--- config.mk ---
export PLATFORM = sky130hd
export DESIGN_NAME = axis_window
export DESIGN_NICKNAME = d
export VERILOG_FILES = /design/src/rtl/axis_window.sv
export SDC_FILE = /design/constraint.sdc
export NUM_CORES = 1
export LEC_CHECK = 0
export ABC_CLOCK_PERIOD_IN_PS = 5800
export BUFFER_PORTS_ARGS = -buffer_cell sky130_fd_sc_hd__buf_2
export CAP_MARGIN = 30
export CELL_PAD_IN_SITES_DETAIL_PLACEMENT = 2
export CELL_PAD_IN_SITES_GLOBAL_PLACEMENT = 2
export CORE_MARGIN = 1.5
export CORE_UTILIZATION = 37
export DETAILED_ROUTE_END_ITERATION = 8
export PLACE_DENSITY_LB_ADDON = 0.1
export SLEW_MARGIN = 30
export SYNTH_ARGS = -nofsm -noshare
export SYNTH_HDL_FRONTEND = slang
export SYNTH_SLANG_ARGS = --single-unit
--- constraint.sdc ---
create_clock -name aclk -period 5.8 [get_ports aclk]
set_input_delay 0.29 -clock aclk [delete_from_list [all_inputs] [get_ports aclk]]
set_output_delay 0.29 -clock aclk [all_outputs]
set_load 0.03 [all_outputs]
--- src/rtl/axis_window.sv ---
// AXI4-Stream windowing stage: multiplies each sample by a coefficient from an external synchronous RAM.
// Optional macro AXIS_WINDOW_SATURATION_EN: saturate (instead of wrap) on each width reduction.
module axis_window #(
  parameter int window_length              = 32,
  parameter int inout_width                = 16,
  parameter int inout_decimal_width        = 15,
  parameter int window_coeff_width         = 16,
  parameter int window_coeff_decimal_width = 15,
  parameter int internal_width             = 16,
  parameter int internal_decimal_width     = 15,
  parameter int memory_depth_width         = 6
) (
  input  logic                          aclk,
  input  logic                          resetn,
  input  logic [inout_width-1:0]        s_axis_tdata,
  input  logic                          s_axis_tlast,
  input  logic                          s_axis_tvalid,
  output logic                          s_axis_tready,
  output logic [inout_width-1:0]        m_axis_tdata,
  output logic                          m_axis_tlast,
  output logic                          m_axis_tvalid,
  input  logic                          m_axis_tready,
  output logic [memory_depth_width-1:0] mem_addr,
  input  logic [window_coeff_width-1:0] mem_din
);

  localparam int prod_w = inout_width + window_coeff_width;
  localparam int ext_w  = prod_w + internal_width;
  localparam int shift1 = inout_decimal_width + window_coeff_decimal_width - internal_decimal_width;
  localparam int shift2 = internal_decimal_width - inout_decimal_width;
  localparam logic [memory_depth_width-1:0] last_idx = memory_depth_width'(window_length - 1);

  logic [memory_depth_width-1:0]   idx_r;
  logic [memory_depth_width-1:0]   i1_r;
  logic                            v1_r;
  logic signed [inout_width-1:0]   x1_r;
  logic                            en_s;
  logic signed [prod_w-1:0]        prod_s;
  logic signed [ext_w-1:0]         ext_s;
  logic signed [ext_w-1:0]         q_s;
  logic signed [ext_w-1:0]         o_s;
  logic [inout_width-1:0]          scaled_s;
  logic                            unused_s;

  // Reduce a sign-extended value to tw significant bits, keeping it sign-extended to ext_w.
  function automatic logic signed [ext_w-1:0] reduce_fn(input logic signed [ext_w-1:0] v, input int tw);
`ifdef AXIS_WINDOW_SATURATION_EN
    logic signed [ext_w-1:0] one_v;
    logic signed [ext_w-1:0] min_v;
    logic signed [ext_w-1:0] max_v;
    one_v = {{(ext_w-1){1'b0}}, 1'b1};
    min_v = -(one_v <<< (tw - 1));
    max_v = -min_v - one_v;
    if (v > max_v) begin
      reduce_fn = max_v;
    end else if (v < min_v) begin
      reduce_fn = min_v;
    end else begin
      reduce_fn = v;
    end
`else
    reduce_fn = (v <<< (ext_w - tw)) >>> (ext_w - tw);
`endif
  endfunction

  assign en_s          = m_axis_tready;
  assign s_axis_tready = resetn & m_axis_tready;
  // Under stall the RAM re-reads the held sample's coefficient so mem_din stays valid.
  assign mem_addr      = en_s ? idx_r : i1_r;

  // Fixed-point multiply, floor-shift and width reduction of the stage-1 sample.
  always_comb begin
    prod_s   = x1_r * $signed(mem_din);
    ext_s    = {{internal_width{prod_s[prod_w-1]}}, prod_s};
    q_s      = reduce_fn(ext_s >>> shift1, internal_width);
    o_s      = reduce_fn(q_s >>> shift2, inout_width);
    scaled_s = o_s[inout_width-1:0];
    unused_s = ^{s_axis_tlast, o_s[ext_w-1:inout_width]};
  end

  // Two-stage pipeline: capture/index stage followed by the registered output stage.
  always_ff @(posedge aclk or negedge resetn) begin
    if (!resetn) begin
      idx_r         <= '0;
      i1_r          <= '0;
      v1_r          <= 1'b0;
      x1_r          <= '0;
      m_axis_tdata  <= '0;
      m_axis_tvalid <= 1'b0;
      m_axis_tlast  <= 1'b0;
    end else if (en_s) begin
      if (s_axis_tvalid) begin
        x1_r  <= s_axis_tdata;
        i1_r  <= idx_r;
        v1_r  <= 1'b1;
        idx_r <= (idx_r == last_idx) ? '0 : idx_r + memory_depth_width'(1);
      end else begin
        v1_r  <= 1'b0;
      end
      if (v1_r) begin
        m_axis_tdata  <= scaled_s;
        m_axis_tvalid <= 1'b1;
        m_axis_tlast  <= (i1_r == last_idx);
      end else begin
        m_axis_tvalid <= 1'b0;
        m_axis_tlast  <= 1'b0;
      end
    end
  end

endmodule

==> run_summary.xml <==
<?xml version="1.0" encoding="UTF-8"?>
<metrics>
  <group name="outcome">
    <metric name="run_status" unit="">finished, violations left</metric>
    <metric name="failed_checks" unit="">negative setup slack</metric>
  </group>
  <group name="sta">
    <metric name="finalWorstSetupSlack" unit="ns">-0.00351</metric>
    <metric name="maxSlewViolCount" unit="">0</metric>
    <metric name="max-slew-margin-rel" unit="%">57.9</metric>
    <metric name="rsz_0062_raised_after_global_routing" unit="">yes</metric>
    <metric name="hold_viol_final" unit="">0</metric>
    <metric name="finalSetupViolCount" unit="">1</metric>
    <metric name="clock-skew-final" unit="ns">0.00179</metric>
    <metric name="worst-slew-pin-transition" unit="ns">0.631</metric>
    <metric name="fin_crit_sh" unit="%">100</metric>
    <metric name="maximum_clock_frequency" unit="MHz">172</metric>
    <metric name="period_needed" unit="ns">5.80</metric>
  </group>
  <group name="die">
    <metric name="height_of_the_die" unit="microns">176</metric>
    <metric name="dieArea" unit="sq mm">0.0311</metric>
    <metric name="ios" unit="">62</metric>
    <metric name="initial_utilization" unit="%">37.6</metric>
    <metric name="std_cell_rows" unit="">63</metric>
    <metric name="dieWidth" unit="microns">176</metric>
    <metric name="core_area" unit="sq mm">0.0296</metric>
  </group>
  <group name="cts">
    <metric name="worst_setup_hold_path_clk_slew" unit="ns">0.06</metric>
    <metric name="worstSkewPairLatency" unit="ns">0.28</metric>
    <metric name="htree_levels" unit="">2</metric>
    <metric name="tritoncts" unit="">done</metric>
    <metric name="cts_num_sinks" unit="">47</metric>
    <metric name="cts_buffers" unit="">5</metric>
    <metric name="clk_path_buf_depth" unit="">2</metric>
    <metric name="clock_tree.root_cell" unit="">sky130_fd_sc_hd__clkbuf_16</metric>
  </group>
  <group name="worst_setup_path">
    <metric name="critical_path.reg2reg.startpoint" unit="">x1_r[8]</metric>
    <metric name="worstPathArrival" unit="ns">6.00</metric>
    <metric name="worstSetupPathType" unit="">register to register</metric>
    <metric name="required_time_reported_for_the_critical_path_endpoint" unit="ns">6.00</metric>
    <metric name="delay_heaviest_family_cp" unit="">adder cells</metric>
    <metric name="critical_path.most_common_cell" unit="">sky130_fd_sc_hd__fa_1</metric>
    <metric name="timing.critical_path.from" unit="">x1_r[8]</metric>
    <metric name="crit_fanout" unit="">5</metric>
    <metric name="critical_path_buf_inv_count" unit="">5</metric>
    <metric name="cp_slowest_stage_delay" unit="ns">0.53</metric>
    <metric name="endpoint" unit="">m_axis_tdata[15]</metric>
    <metric name="regToRegSetupSlack" unit="ns">-0.004</metric>
    <metric name="crit_cells" unit="">21</metric>
    <metric name="crit_path_cell_trace" unit="">and2_4, fa_1, inv_1, fa_1, fa_1, inv_1, fa_1, fa_1, inv_1, fa_1, inv_2, ha_4, nand4_1, a211oi_2, a211oi_2, buf_4, o21a_4, o211ai_4, nand2_4, o21a_1, o211ai_1</metric>
    <metric name="critical-path-slowest-cell" unit="">sky130_fd_sc_hd__fa_1</metric>
    <metric name="timing.critical_path.to_type" unit="">register</metric>
    <metric name="crit_path_start_kind" unit="">register</metric>
    <metric name="worst_r2r_endpoint" unit="">m_axis_tdata[15]</metric>
    <metric name="worst_r2r_path_depth" unit="">21</metric>
  </group>
  <group name="layout">
    <metric name="fin_util" unit="%">44.8</metric>
    <metric name="ff_latch_area" unit="sq mm">0.00119</metric>
    <metric name="layout.filler_cells" unit="">3229</metric>
    <metric name="multi_input_comb_area" unit="sq mm">0.00889</metric>
    <metric name="finalNetCount" unit="">1682</metric>
    <metric name="post_route_cells_drive_above_1_share" unit="%">20.6</metric>
    <metric name="flow.area_growth_from_synthesis" unit="%">19.4</metric>
  </group>
  <group name="yosys">
    <metric name="post_synth_instance_area" unit="sq mm">0.0111</metric>
    <metric name="synth-seq-area-share" unit="%">10.6</metric>
    <metric name="area_share_of_the_leading_cell_type_in_the_synthesized_netlist" unit="%">46.0</metric>
    <metric name="mappedNetlistNets" unit="">1531</metric>
    <metric name="postSynthRegisterBits" unit="">47</metric>
    <metric name="syn-instance-count" unit="">1161</metric>
    <metric name="leading_post_synthesis_cells_by_instance_count" unit="">304 x sky130_fd_sc_hd__inv_1, 255 x sky130_fd_sc_hd__fa_1, 155 x sky130_fd_sc_hd__nand2_1</metric>
    <metric name="yosys.cell_count.top_type" unit="">sky130_fd_sc_hd__inv_1</metric>
    <metric name="synthesis.yosys.warnings" unit="">0</metric>
    <metric name="async_reset_ff_share" unit="%">100</metric>
    <metric name="ys_top_cells_by_area" unit="">sky130_fd_sc_hd__fa_1 46%, sky130_fd_sc_hd__dfrtp_1 11%, sky130_fd_sc_hd__inv_1 10%</metric>
    <metric name="synth_enable_flop_cells" unit="">0</metric>
    <metric name="synth_top_family_by_area" unit="">adder cells</metric>
    <metric name="synth_area_per_cell" unit="sq um">9.56</metric>
    <metric name="library_cells_used_by_synthesis" unit="">41</metric>
    <metric name="synth.area.mux_share" unit="%">2.94</metric>
    <metric name="simple_gate_fraction_of_synth_area" unit="%">13.9</metric>
    <metric name="synthAdderAreaFrac" unit="%">54.8</metric>
    <metric name="post_synth_xor_area_fraction" unit="%">2.13</metric>
    <metric name="synth-compound-area-share" unit="%">4.02</metric>
    <metric name="synth_top_flop_cell" unit="">sky130_fd_sc_hd__dfrtp_1</metric>
    <metric name="netlist.top_cell.by_area" unit="">sky130_fd_sc_hd__fa_1</metric>
  </group>
  <group name="global_routing">
    <metric name="wire_length_of_the_first_global_routing_pass" unit="microns">52100</metric>
    <metric name="grt-ovfl-total" unit="">0</metric>
    <metric name="grt_pass1_vias" unit="">9898</metric>
    <metric name="global_route.usage.total" unit="%">21.9</metric>
    <metric name="antenna_found_initial" unit="">2</metric>
    <metric name="pin_count_of_the_biggest_net_entering_global_routing" unit="">49</metric>
  </group>
  <group name="routing">
    <metric name="violation_count_after_the_first_detailed_route_iteration" unit="">183</metric>
    <metric name="antenna_left" unit="">0</metric>
    <metric name="dr_total_vias" unit="">8200</metric>
    <metric name="drc_errors" unit="">0</metric>
    <metric name="via_per_inst" unit="">4.81</metric>
    <metric name="wirelength_routed" unit="microns">32200</metric>
    <metric name="first_pass_iteration_count_of_the_detailed_router" unit="">4</metric>
    <metric name="routedWlPerCell" unit="microns">18.9</metric>
  </group>
  <group name="job">
    <metric name="cap_violations" unit="">0</metric>
  </group>
  <group name="placement">
    <metric name="place.gp.congestion" unit="">0.792</metric>
    <metric name="dp_hpwl" unit="microns">27900</metric>
    <metric name="io_buffer_count" unit="">60</metric>
  </group>
  <group name="min_path">
    <metric name="type_of_the_tightest_min_delay_check" unit="">input pin to async pin</metric>
  </group>
</metrics>
[registers in the layout, summed over array words and instances, names as in the netlist]
register and cells:
m_axis_tdata 16, x1_r 16, i1_r 6, idx_r 6, m_axis_tlast 1, m_axis_tvalid 1, v1_r 1
[cell families (layout without fill, tap and decap cells)]
family / count (synthesis) / in the layout
AOI/OAI and AO/OA: 66 / 66
xor gates and xnor gates: 27 / 27
adders and majority gates: 333 / 333
buffers and inverters: 343 / 495
DFF: 47 / 47
muxes: 29 / 29
other: 0 / 2
and+or+nand+nor: 316 / 316
[worst min path at each step]
stage | end | slack (ns) | cells after the start
detailed placement | i1_r[1] | 0.44 | 2
floorplan | i1_r[0] | -0.006 | 0
global placement | i1_r[0] | 0.43 | 2
finish | i1_r[0] | 0.11 | 2
CTS | i1_r[1] | 0.14 | 2
global route | i1_r[0] | 0.17 | 2
[placed cells by master (no fill, tap or decap), types with 7 or more instances in the layout]
cell                       instances
sky130_fd_sc_hd__xnor2_1          19
sky130_fd_sc_hd__buf_12           12
sky130_fd_sc_hd__o21ai_0           7
sky130_fd_sc_hd__mux2_2           29
sky130_fd_sc_hd__nand2_1         154
sky130_fd_sc_hd__dfrtp_1          39
sky130_fd_sc_hd__a21oi_1          13
sky130_fd_sc_hd__o21ai_1          10
sky130_fd_sc_hd__inv_1           301
sky130_fd_sc_hd__buf_4           104
sky130_fd_sc_hd__ha_4              9
sky130_fd_sc_hd__dfrtp_2           8
sky130_fd_sc_hd__nor2_1           18
sky130_fd_sc_hd__buf_2            60
sky130_fd_sc_hd__and2_1          105
sky130_fd_sc_hd__fa_1            252
sky130_fd_sc_hd__a21o_1            9
sky130_fd_sc_hd__nand2b_1          7
sky130_fd_sc_hd__ha_1             69
[metrics by stage]
step           instance area, sq um  cells  hold slack (ns)  setup slack [ns]  setup TNS, ns
3_5_place_dp                  12700   1684            0.444            -0.446          -4.32
6_report                      13300   1705            0.114          -0.00351       -0.00351
2_1_floorplan                 11100   1161         -0.00559           0.00970              0
4_1_cts                       13100   1699            0.137           -0.0641         -0.200
3_3_place_gp                  12700   1684            0.430            -0.210          -1.63
5_1_grt                       13300   1704            0.166            -0.238          -1.84
[worst register-to-register path: stages (launching register included)]
cell                       delay (ns)
sky130_fd_sc_hd__dfrtp_2         0.49
sky130_fd_sc_hd__and2_4          0.20
sky130_fd_sc_hd__fa_1            0.53
sky130_fd_sc_hd__inv_1           0.05
sky130_fd_sc_hd__fa_1            0.46
sky130_fd_sc_hd__fa_1            0.52
sky130_fd_sc_hd__inv_1           0.05
sky130_fd_sc_hd__fa_1            0.48
sky130_fd_sc_hd__fa_1            0.50
sky130_fd_sc_hd__inv_1           0.05
sky130_fd_sc_hd__fa_1            0.49
sky130_fd_sc_hd__inv_2           0.05
sky130_fd_sc_hd__ha_4            0.27
sky130_fd_sc_hd__nand4_1         0.19
sky130_fd_sc_hd__a211oi_2        0.23
sky130_fd_sc_hd__a211oi_2        0.06
sky130_fd_sc_hd__buf_4           0.16
sky130_fd_sc_hd__o21a_4          0.22
sky130_fd_sc_hd__o211ai_4        0.27
sky130_fd_sc_hd__nand2_4         0.10
sky130_fd_sc_hd__o21a_1          0.18
sky130_fd_sc_hd__o211ai_1        0.15
[metal layers]
metal  up-vias  global-route usage [%]  part of all wire [%]
li1       3688                       -                     -
met1      4433                    25.5                    39
met5         -                       0                     0
met3        24                    1.16                   1.0
met2        55                    44.0                    58
met4         0                    3.70                   1.6
[cell type report]
cell class,instances,share of cell area (%)
Multi-Input combinational cell,771,67.0
Timing Repair Buffer,183,10.6
Sequential cell,47,8.95
Inverter,304,8.61
Tap cell,390,3.68
Clock buffer,6,0.972
Clock inverter,2,0.0944
Antenna cell,2,0.0378
[what timing repair did]
item	4_1_cts	5_1_grt
pin swaps	31	27
setup buffers	7	3
hold buffers	0	0
setup endpoints to repair	16	14
gates resized for setup	34	26
Power is not shown: default switching activity piles up to over one toggle a cycle in this logic, so the estimate is an artifact.
